==> config.mk <==
export PLATFORM = sky130hd
export DESIGN_NAME = and_ff_arbiter_flat
export DESIGN_NICKNAME = d
export VERILOG_FILES = /design/src/rtl/and_ff_arbiter_if.sv /design/src/rtl/and_ff_arbiter.sv /design/src/flat_wrapper.sv
export SDC_FILE = /design/constraint.sdc
export NUM_CORES = 1
export LEC_CHECK = 0
export CAP_MARGIN = 20
export CELL_PAD_IN_SITES_DETAIL_PLACEMENT = 0
export CELL_PAD_IN_SITES_GLOBAL_PLACEMENT = 1
export CORE_MARGIN = 2
export CORE_UTILIZATION = 40
export CTS_CLUSTER_DIAMETER = 150
export DETAILED_ROUTE_END_ITERATION = 8
export GPL_TIMING_DRIVEN = 0
export PLACE_DENSITY_LB_ADDON = 0.1
export SYNTH_ARGS = -nofsm -noshare
export SYNTH_HDL_FRONTEND = slang
export SYNTH_SLANG_ARGS = --single-unit
==> constraint.sdc <==
create_clock -name clk -period 3.15 [get_ports clk]
set_input_delay 0.315 -clock clk [delete_from_list [all_inputs] [get_ports clk]]
set_output_delay 0.315 -clock clk [all_outputs]
set_load 0.01 [all_outputs]
==> src/rtl/and_ff_arbiter_if.sv <==
// Requester-side bus of the and_ff arbiter.
// Carries req/a/b in, grant and response strobes back.
interface and_ff_arbiter_if #(
  parameter int NUM_REQ = 4
) ();

  logic [NUM_REQ-1:0] req;
  logic [NUM_REQ-1:0] req_a;
  logic [NUM_REQ-1:0] req_b;
  logic [NUM_REQ-1:0] gnt;
  logic [NUM_REQ-1:0] rsp_valid;
  logic               rsp_z;

  modport master (
    output req,
    output req_a,
    output req_b,
    input  gnt,
    input  rsp_valid,
    input  rsp_z
  );

  modport slave (
    input  req,
    input  req_a,
    input  req_b,
    output gnt,
    output rsp_valid,
    output rsp_z
  );

endinterface

==> src/rtl/and_ff_arbiter.sv <==
// Round-robin arbiter sharing one and_ff datapath.
// Ports: clk, rst_n, bus (slave), busy, txn_count, ff_enable/a/b out, ff_z in.
module and_ff_arbiter #(
  parameter int NUM_REQ = 4
) (
  input  logic                clk,
  input  logic                rst_n,
  and_ff_arbiter_if.slave     bus,
  output logic                busy,
  output logic [7:0]          txn_count,
  output logic                ff_enable,
  output logic                ff_a,
  output logic                ff_b,
  input  logic                ff_z
);

  localparam int IW = (NUM_REQ > 1) ? $clog2(NUM_REQ) : 1;

  typedef enum logic [1:0] {
    IDLE,
    ISSUE,
    CAPTURE,
    RESP
  } state_t;

  state_t             state;
  logic [IW-1:0]      id_q;
  logic [IW-1:0]      ptr;
  logic [NUM_REQ-1:0] gnt_q;
  logic [NUM_REQ-1:0] vld_q;
  logic               z_q;

  logic [IW-1:0]      pick;
  logic [IW:0]        idx;
  logic               found;

  function automatic logic [IW:0] wrap(
    input logic [IW:0] v
  );
    if (v >= (IW+1)'(NUM_REQ))
      return v - (IW+1)'(NUM_REQ);
    return v;
  endfunction

  function automatic logic [IW-1:0] inc(
    input logic [IW-1:0] v
  );
    logic [IW:0] s;
    s = wrap({1'b0, v} + (IW+1)'(1));
    return s[IW-1:0];
  endfunction

  function automatic logic [NUM_REQ-1:0] onehot(
    input logic [IW-1:0] v
  );
    return NUM_REQ'(1) << v;
  endfunction

  // Scan upward from ptr; first requester found wins.
  always_comb begin
    pick  = '0;
    idx   = '0;
    found = 1'b0;
    for (int i = 0; i < NUM_REQ; i++) begin
      idx = wrap({1'b0, ptr} + (IW+1)'(i));
      if (!found && bus.req[idx[IW-1:0]]) begin
        found = 1'b1;
        pick  = idx[IW-1:0];
      end
    end
  end

  // ff_a/ff_b double as the latched operands and
  // hold their value outside ISSUE.
  always_ff @(posedge clk or negedge rst_n) begin
    if (!rst_n) begin
      state     <= IDLE;
      id_q      <= '0;
      ptr       <= '0;
      gnt_q     <= '0;
      vld_q     <= '0;
      z_q       <= 1'b0;
      busy      <= 1'b0;
      txn_count <= '0;
      ff_enable <= 1'b0;
      ff_a      <= 1'b0;
      ff_b      <= 1'b0;
    end else begin
      unique case (state)
        IDLE: begin
          if (found) begin
            id_q      <= pick;
            ptr       <= inc(pick);
            gnt_q     <= onehot(pick);
            ff_a      <= bus.req_a[pick];
            ff_b      <= bus.req_b[pick];
            ff_enable <= 1'b1;
            busy      <= 1'b1;
            state     <= ISSUE;
          end
        end
        ISSUE: begin
          gnt_q     <= '0;
          ff_enable <= 1'b0;
          state     <= CAPTURE;
        end
        CAPTURE: begin
          z_q   <= ff_z;
          vld_q <= onehot(id_q);
          state <= RESP;
        end
        RESP: begin
          vld_q     <= '0;
          z_q       <= 1'b0;
          busy      <= 1'b0;
          txn_count <= txn_count + 8'd1;
          state     <= IDLE;
        end
        default: state <= IDLE;
      endcase
    end
  end

  assign bus.gnt       = gnt_q;
  assign bus.rsp_valid = vld_q;
  assign bus.rsp_z     = z_q;

endmodule

==> src/flat_wrapper.sv <==
// flat-port wrapper written by rule: the top's interface ports become plain ports
module and_ff_arbiter_flat 
#(
  parameter int NUM_REQ = 4
)
  (clk, rst_n, busy, txn_count, ff_enable, ff_a, ff_b, ff_z, bus_req, bus_req_a, bus_req_b, bus_gnt, bus_rsp_valid, bus_rsp_z);
  and_ff_arbiter_if #(.NUM_REQ(NUM_REQ)) bus_i ();
  input  logic clk;
  input  logic rst_n;
  output logic busy;
  output logic [7:0] txn_count;
  output logic ff_enable;
  output logic ff_a;
  output logic ff_b;
  input  logic ff_z;
  input wire logic [$bits(bus_i.req)-1:0] bus_req;
  input wire logic [$bits(bus_i.req_a)-1:0] bus_req_a;
  input wire logic [$bits(bus_i.req_b)-1:0] bus_req_b;
  output wire logic [$bits(bus_i.gnt)-1:0] bus_gnt;
  output wire logic [$bits(bus_i.rsp_valid)-1:0] bus_rsp_valid;
  output wire logic [$bits(bus_i.rsp_z)-1:0] bus_rsp_z;
  assign bus_i.req = bus_req;
  assign bus_i.req_a = bus_req_a;
  assign bus_i.req_b = bus_req_b;
  assign bus_gnt = bus_i.gnt;
  assign bus_rsp_valid = bus_i.rsp_valid;
  assign bus_rsp_z = bus_i.rsp_z;
  and_ff_arbiter #(.NUM_REQ(NUM_REQ)) u_core (.clk(clk), .rst_n(rst_n), .bus(bus_i), .busy(busy), .txn_count(txn_count), .ff_enable(ff_enable), .ff_a(ff_a), .ff_b(ff_b), .ff_z(ff_z));
endmodule
==> summary by stage <==
Run status
The run finished with clean final reports.

Synthesis
In the synthesized netlist the dominant register cell turns out to be sky130_fd_sc_hd__dfrtp_1. Synthesis produced a netlist with a net count of between 150 and 200. By count the netlist is led by sky130_fd_sc_hd__dfrtp_1, sky130_fd_sc_hd__nand2_1, sky130_fd_sc_hd__o21ai_0. Ranked by total cell area, the synthesized netlist is headed by sky130_fd_sc_hd__dfrtp_1, sky130_fd_sc_hd__ha_1, sky130_fd_sc_hd__nand2_1, sky130_fd_sc_hd__o21ai_0, sky130_fd_sc_hd__xnor2_1. The count of flip-flops with a built-in enable after synthesis is 0.

A synthesized cell averages ~11 sq um. The mapped netlist covers 1430 sq um. The number of warning messages in the yosys log is 0. The area share of the largest cell type after synthesis is 0.472. Of the synthesized area, sequential elements account for 0.472. Of all flip-flops after synthesis, the portion carrying an async set or reset was 1.00.

The number of distinct standard cells referenced by the synthesized netlist is 35. Synthesis handed over a netlist of about 140 instances. The number of storage elements in the synthesis netlist is 27. Summed over all instances, the cell type with the most area after synthesis is sky130_fd_sc_hd__dfrtp_1. The most numerous cell in the Yosys netlist is sky130_fd_sc_hd__dfrtp_1.

Placed design
The global placement routability congestion is around 0.8. The post-detailed-placement half-perimeter wirelength is 2220 microns. Including well taps, the total number of placed cells is 218. The cell area after placement is about 1900 sq um. In this run the tool buffered the top-level ports with 35 buffer cells.

Power
The share of total power dissipated in sequential elements is 0.378. The sum of internal, switching and leakage power is between 1.5 and 2 mW. The worst vdd rail ir drop is 0.407 mV. The portion of total power attributed to combinational logic is 0.530. In this run the power density over the cells is between 800 and 900 nW/um^2. Of the total power, the share spent switching nets is 0.397. The switching power is 0.640 mW. The static leakage power is about 0.82 nW.

Cell internal power was estimated by the tool at 0.974 mW. The clock network fraction of design power is 0.092.

Routing
The total DRC errors in the routed layout is 0. The routed wire length is 2970 microns. The detailed-route via count is about 1100. The first detailed-routing pass took 4 iterations. The via density per instance is slightly above 5. The routed length per placed instance is about 13 microns. After the first detailed-routing iteration, the DRC count stood at 62. The detail route stage leaves a number of antenna-violating nets equal to 0.

Clock network
The number of CTS-inserted buffers is 3. The tree is rooted in a sky130_fd_sc_hd__clkbuf_4. The maximum count of clock buffers along a single path is 2.

The CTS H-tree depth is 1. The number of buffers inserted by hold repair at cts is 0. The post-cts sizing count is 0. The clock latency reported for the late side of the worst-skew pair is 0.33 ns. The CTS tree is yes. The clock edge transition at the registers on the reported setup and hold paths is roughly 0.15 ns. The clock net in this run drives a total of 27 sinks. The setup fix buffers added after clock tree synthesis is 0.

Critical path
Counting cells, the worst reg-to-reg path comes to 5. The start-to-end type of the worst setup path is input pin to register. Across all register-to-register paths, the minimum setup slack is about 1.5 ns. Of all nets on the critical path, the largest fanout is 10. At the worst endpoint, the required time is between 3 and 4 ns. The kind of start point of the critical path is an input pin.

Data on the critical path arrives at its endpoint at around 2 ns. The destination of the worst register-to-register timing path is u_core.ff_b$_DFFE_PN0P_. The nature of the critical path endpoint is a register. In this run the critical register-to-register path is launched from u_core.state[1]$_DFFE_PN0P_.

Die
The core region is roughly 3400 sq um. For this configuration, the core starts out at a cell density of 0.422. From left edge to right edge, the die measures approximately 64 microns. During I/O placement, the number of pins put on the boundary was 36.

In this run the vertical extent of the chip is 63.8 microns. The floorplan has 21 rows. The die covers a little over 4000 sq um.

Layout
The layout has approximately 310 filler cells. The area added between synthesis and finish is 32.3%. The ratio of cells with drive above 1 in the final layout is 0.102. The final non-filler cell total is ~220. After the last flow step, the layout net total stands at slightly below 200.

0 antenna diodes ended up in the layout. After routing the design area is between 1500 and 2000 sq um.

Global route
The number of antenna violations at the first check in global routing is 0. The largest net degree at the start of global routing is 16. For this run, the total global-route usage over all layers was measured as 0.157.

The total overflow reported by the global router is 0. The via count of the first global-routing pass is between 1000 and 1500. The wire length of the first global-routing pass is between 5000 and 6000 microns.

STA
The total negative setup slack is 0 ns. Setup repair after global routing left no endpoint under its margin. The final hold violation count is 0. Setup violations remaining at the end of the flow were counted as 0. For the pin with the worst max-slew slack, the measured transition is 0.783 ns. Derived from the worst setup path, the maximum achievable clock frequency is approximately 560 MHz. The worst slew slack as a fraction of its limit is 0.476. Between clock sinks in the finished design, the worst skew comes to between 0.015 and 0.02 ns. The post-route fraction of the period consumed by the critical path is 0.563.

The post-route minimum period is roughly 1.8 ns. The final hold slack is 0.422 ns. The max-slew violation count came to 0.

Min path
In this run the worst hold path is classified as input pin to async pin.

Flow run
The tool flagged a number of max-cap violations equal to 0.
## per-stage QoR
stage           util  setup WS (ns)
2_1_floorplan      -           1.74
5_1_grt        0.559           1.23
4_1_cts        0.559           1.35
3_5_place_dp   0.551           1.00
3_3_place_gp   0.543           1.05
6_report       0.559           1.38
## cell usage in the layout, fill, tap and decap left out, types with 4 or more instances in the layout
master,Yosys,layout
sky130_fd_sc_hd__clkdlybuf4s50_1,0,35
sky130_fd_sc_hd__nand2_1,15,15
sky130_fd_sc_hd__xnor2_1,5,5
sky130_fd_sc_hd__o21ai_0,9,9
sky130_fd_sc_hd__inv_1,7,7
sky130_fd_sc_hd__dfrtp_1,27,27
sky130_fd_sc_hd__nand3_1,4,4
sky130_fd_sc_hd__mux2i_1,4,4
sky130_fd_sc_hd__ha_1,6,6
sky130_fd_sc_hd__nand2b_1,6,6
sky130_fd_sc_hd__a21oi_1,7,7
sky130_fd_sc_hd__nor2_1,8,8
## power groups by stage
stage	combinational, mW	clock (mW)	sequential [mW]
finish	0.855	0.148	0.611
CTS	0.870	0.156	0.613
floorplan	0.480	0	0.649
global placement	0.836	0	0.613
global route	0.947	0.174	0.632
detailed placement	0.863	0	0.621
## worst max-delay path: stages
cell and delay [ns]:
sky130_fd_sc_hd__clkdlybuf4s50_1 0.51, sky130_fd_sc_hd__nor4_2 0.45, sky130_fd_sc_hd__nand2b_1 0.24, sky130_fd_sc_hd__buf_2 0.24
sky130_fd_sc_hd__nor2_1 0.09, sky130_fd_sc_hd__a21o_1 0.16
## cell type report
cell class,instances,area [sq um],share of cell area
buffer,4,17.5,0.00925
clock buffer,3,22.5,0.0119
clock inverter,1,5.00,0.00264
inverter,7,26.3,0.0139
multi-input combinational,98,712,0.376
sequential,27,676,0.357
tap,46,57.6,0.0304
timing repair buffer,36,378,0.199
## layer usage
| metal | vias up | global-route usage | wire [microns] |
|---|---|---|---|
| met5 | - | 0 | 0 |
| met3 | 4 | 0.0282 | 140 |
| met2 | 26 | 0.255 | 1400 |
| li1 | 559 | - | - |
| met1 | 534 | 0.209 | 1380 |
| met4 | 0 | 0.0571 | 44 |
## cells by family (layout without fill, tap and decap cells)
logic type | count (synthesis) | in the layout | share of synthesized area
AOI/OAI and AO/OA | 33 | 33 | 0.170
xor gates and xnor gates | 8 | 8 | 0.0490
adders and majority gates | 6 | 6 | 0.0524
buffers and inverters | 11 | 51 | 0.0306
DFF | 27 | 27 | 0.472
muxes | 5 | 5 | 0.0358
and+or+nand+nor | 46 | 46 | 0.190
## sequential cells by signal, summed over array words and instances, names as in the netlist, 2 cells and up
name                  flops
u_core.txn_count          8
u_core.id_q               2
u_core.state              2
u_core.bus.rsp_valid      4
u_core.bus.gnt            4
u_core.ptr                2
## worst max-delay path by stage
| stage | from | endpoint | cells past startpoint |
|---|---|---|---|
| floorplan | u_core.ptr[1]$_DFFE_PN0P_ | u_core.ff_a$_DFFE_PN0P_ | 4 |
| global placement | bus_req[1] | u_core.id_q[0]$_DFFE_PN0P_ | 6 |
| detailed placement | bus_req[1] | u_core.id_q[0]$_DFFE_PN0P_ | 6 |
| CTS | bus_req[1] | u_core.id_q[0]$_DFFE_PN0P_ | 6 |
| global route | bus_req[1] | u_core.id_q[0]$_DFFE_PN0P_ | 6 |
| finish | bus_req[1] | u_core.id_q[0]$_DFFE_PN0P_ | 6 |
Note: power is estimated with default switching activity, not from simulation.
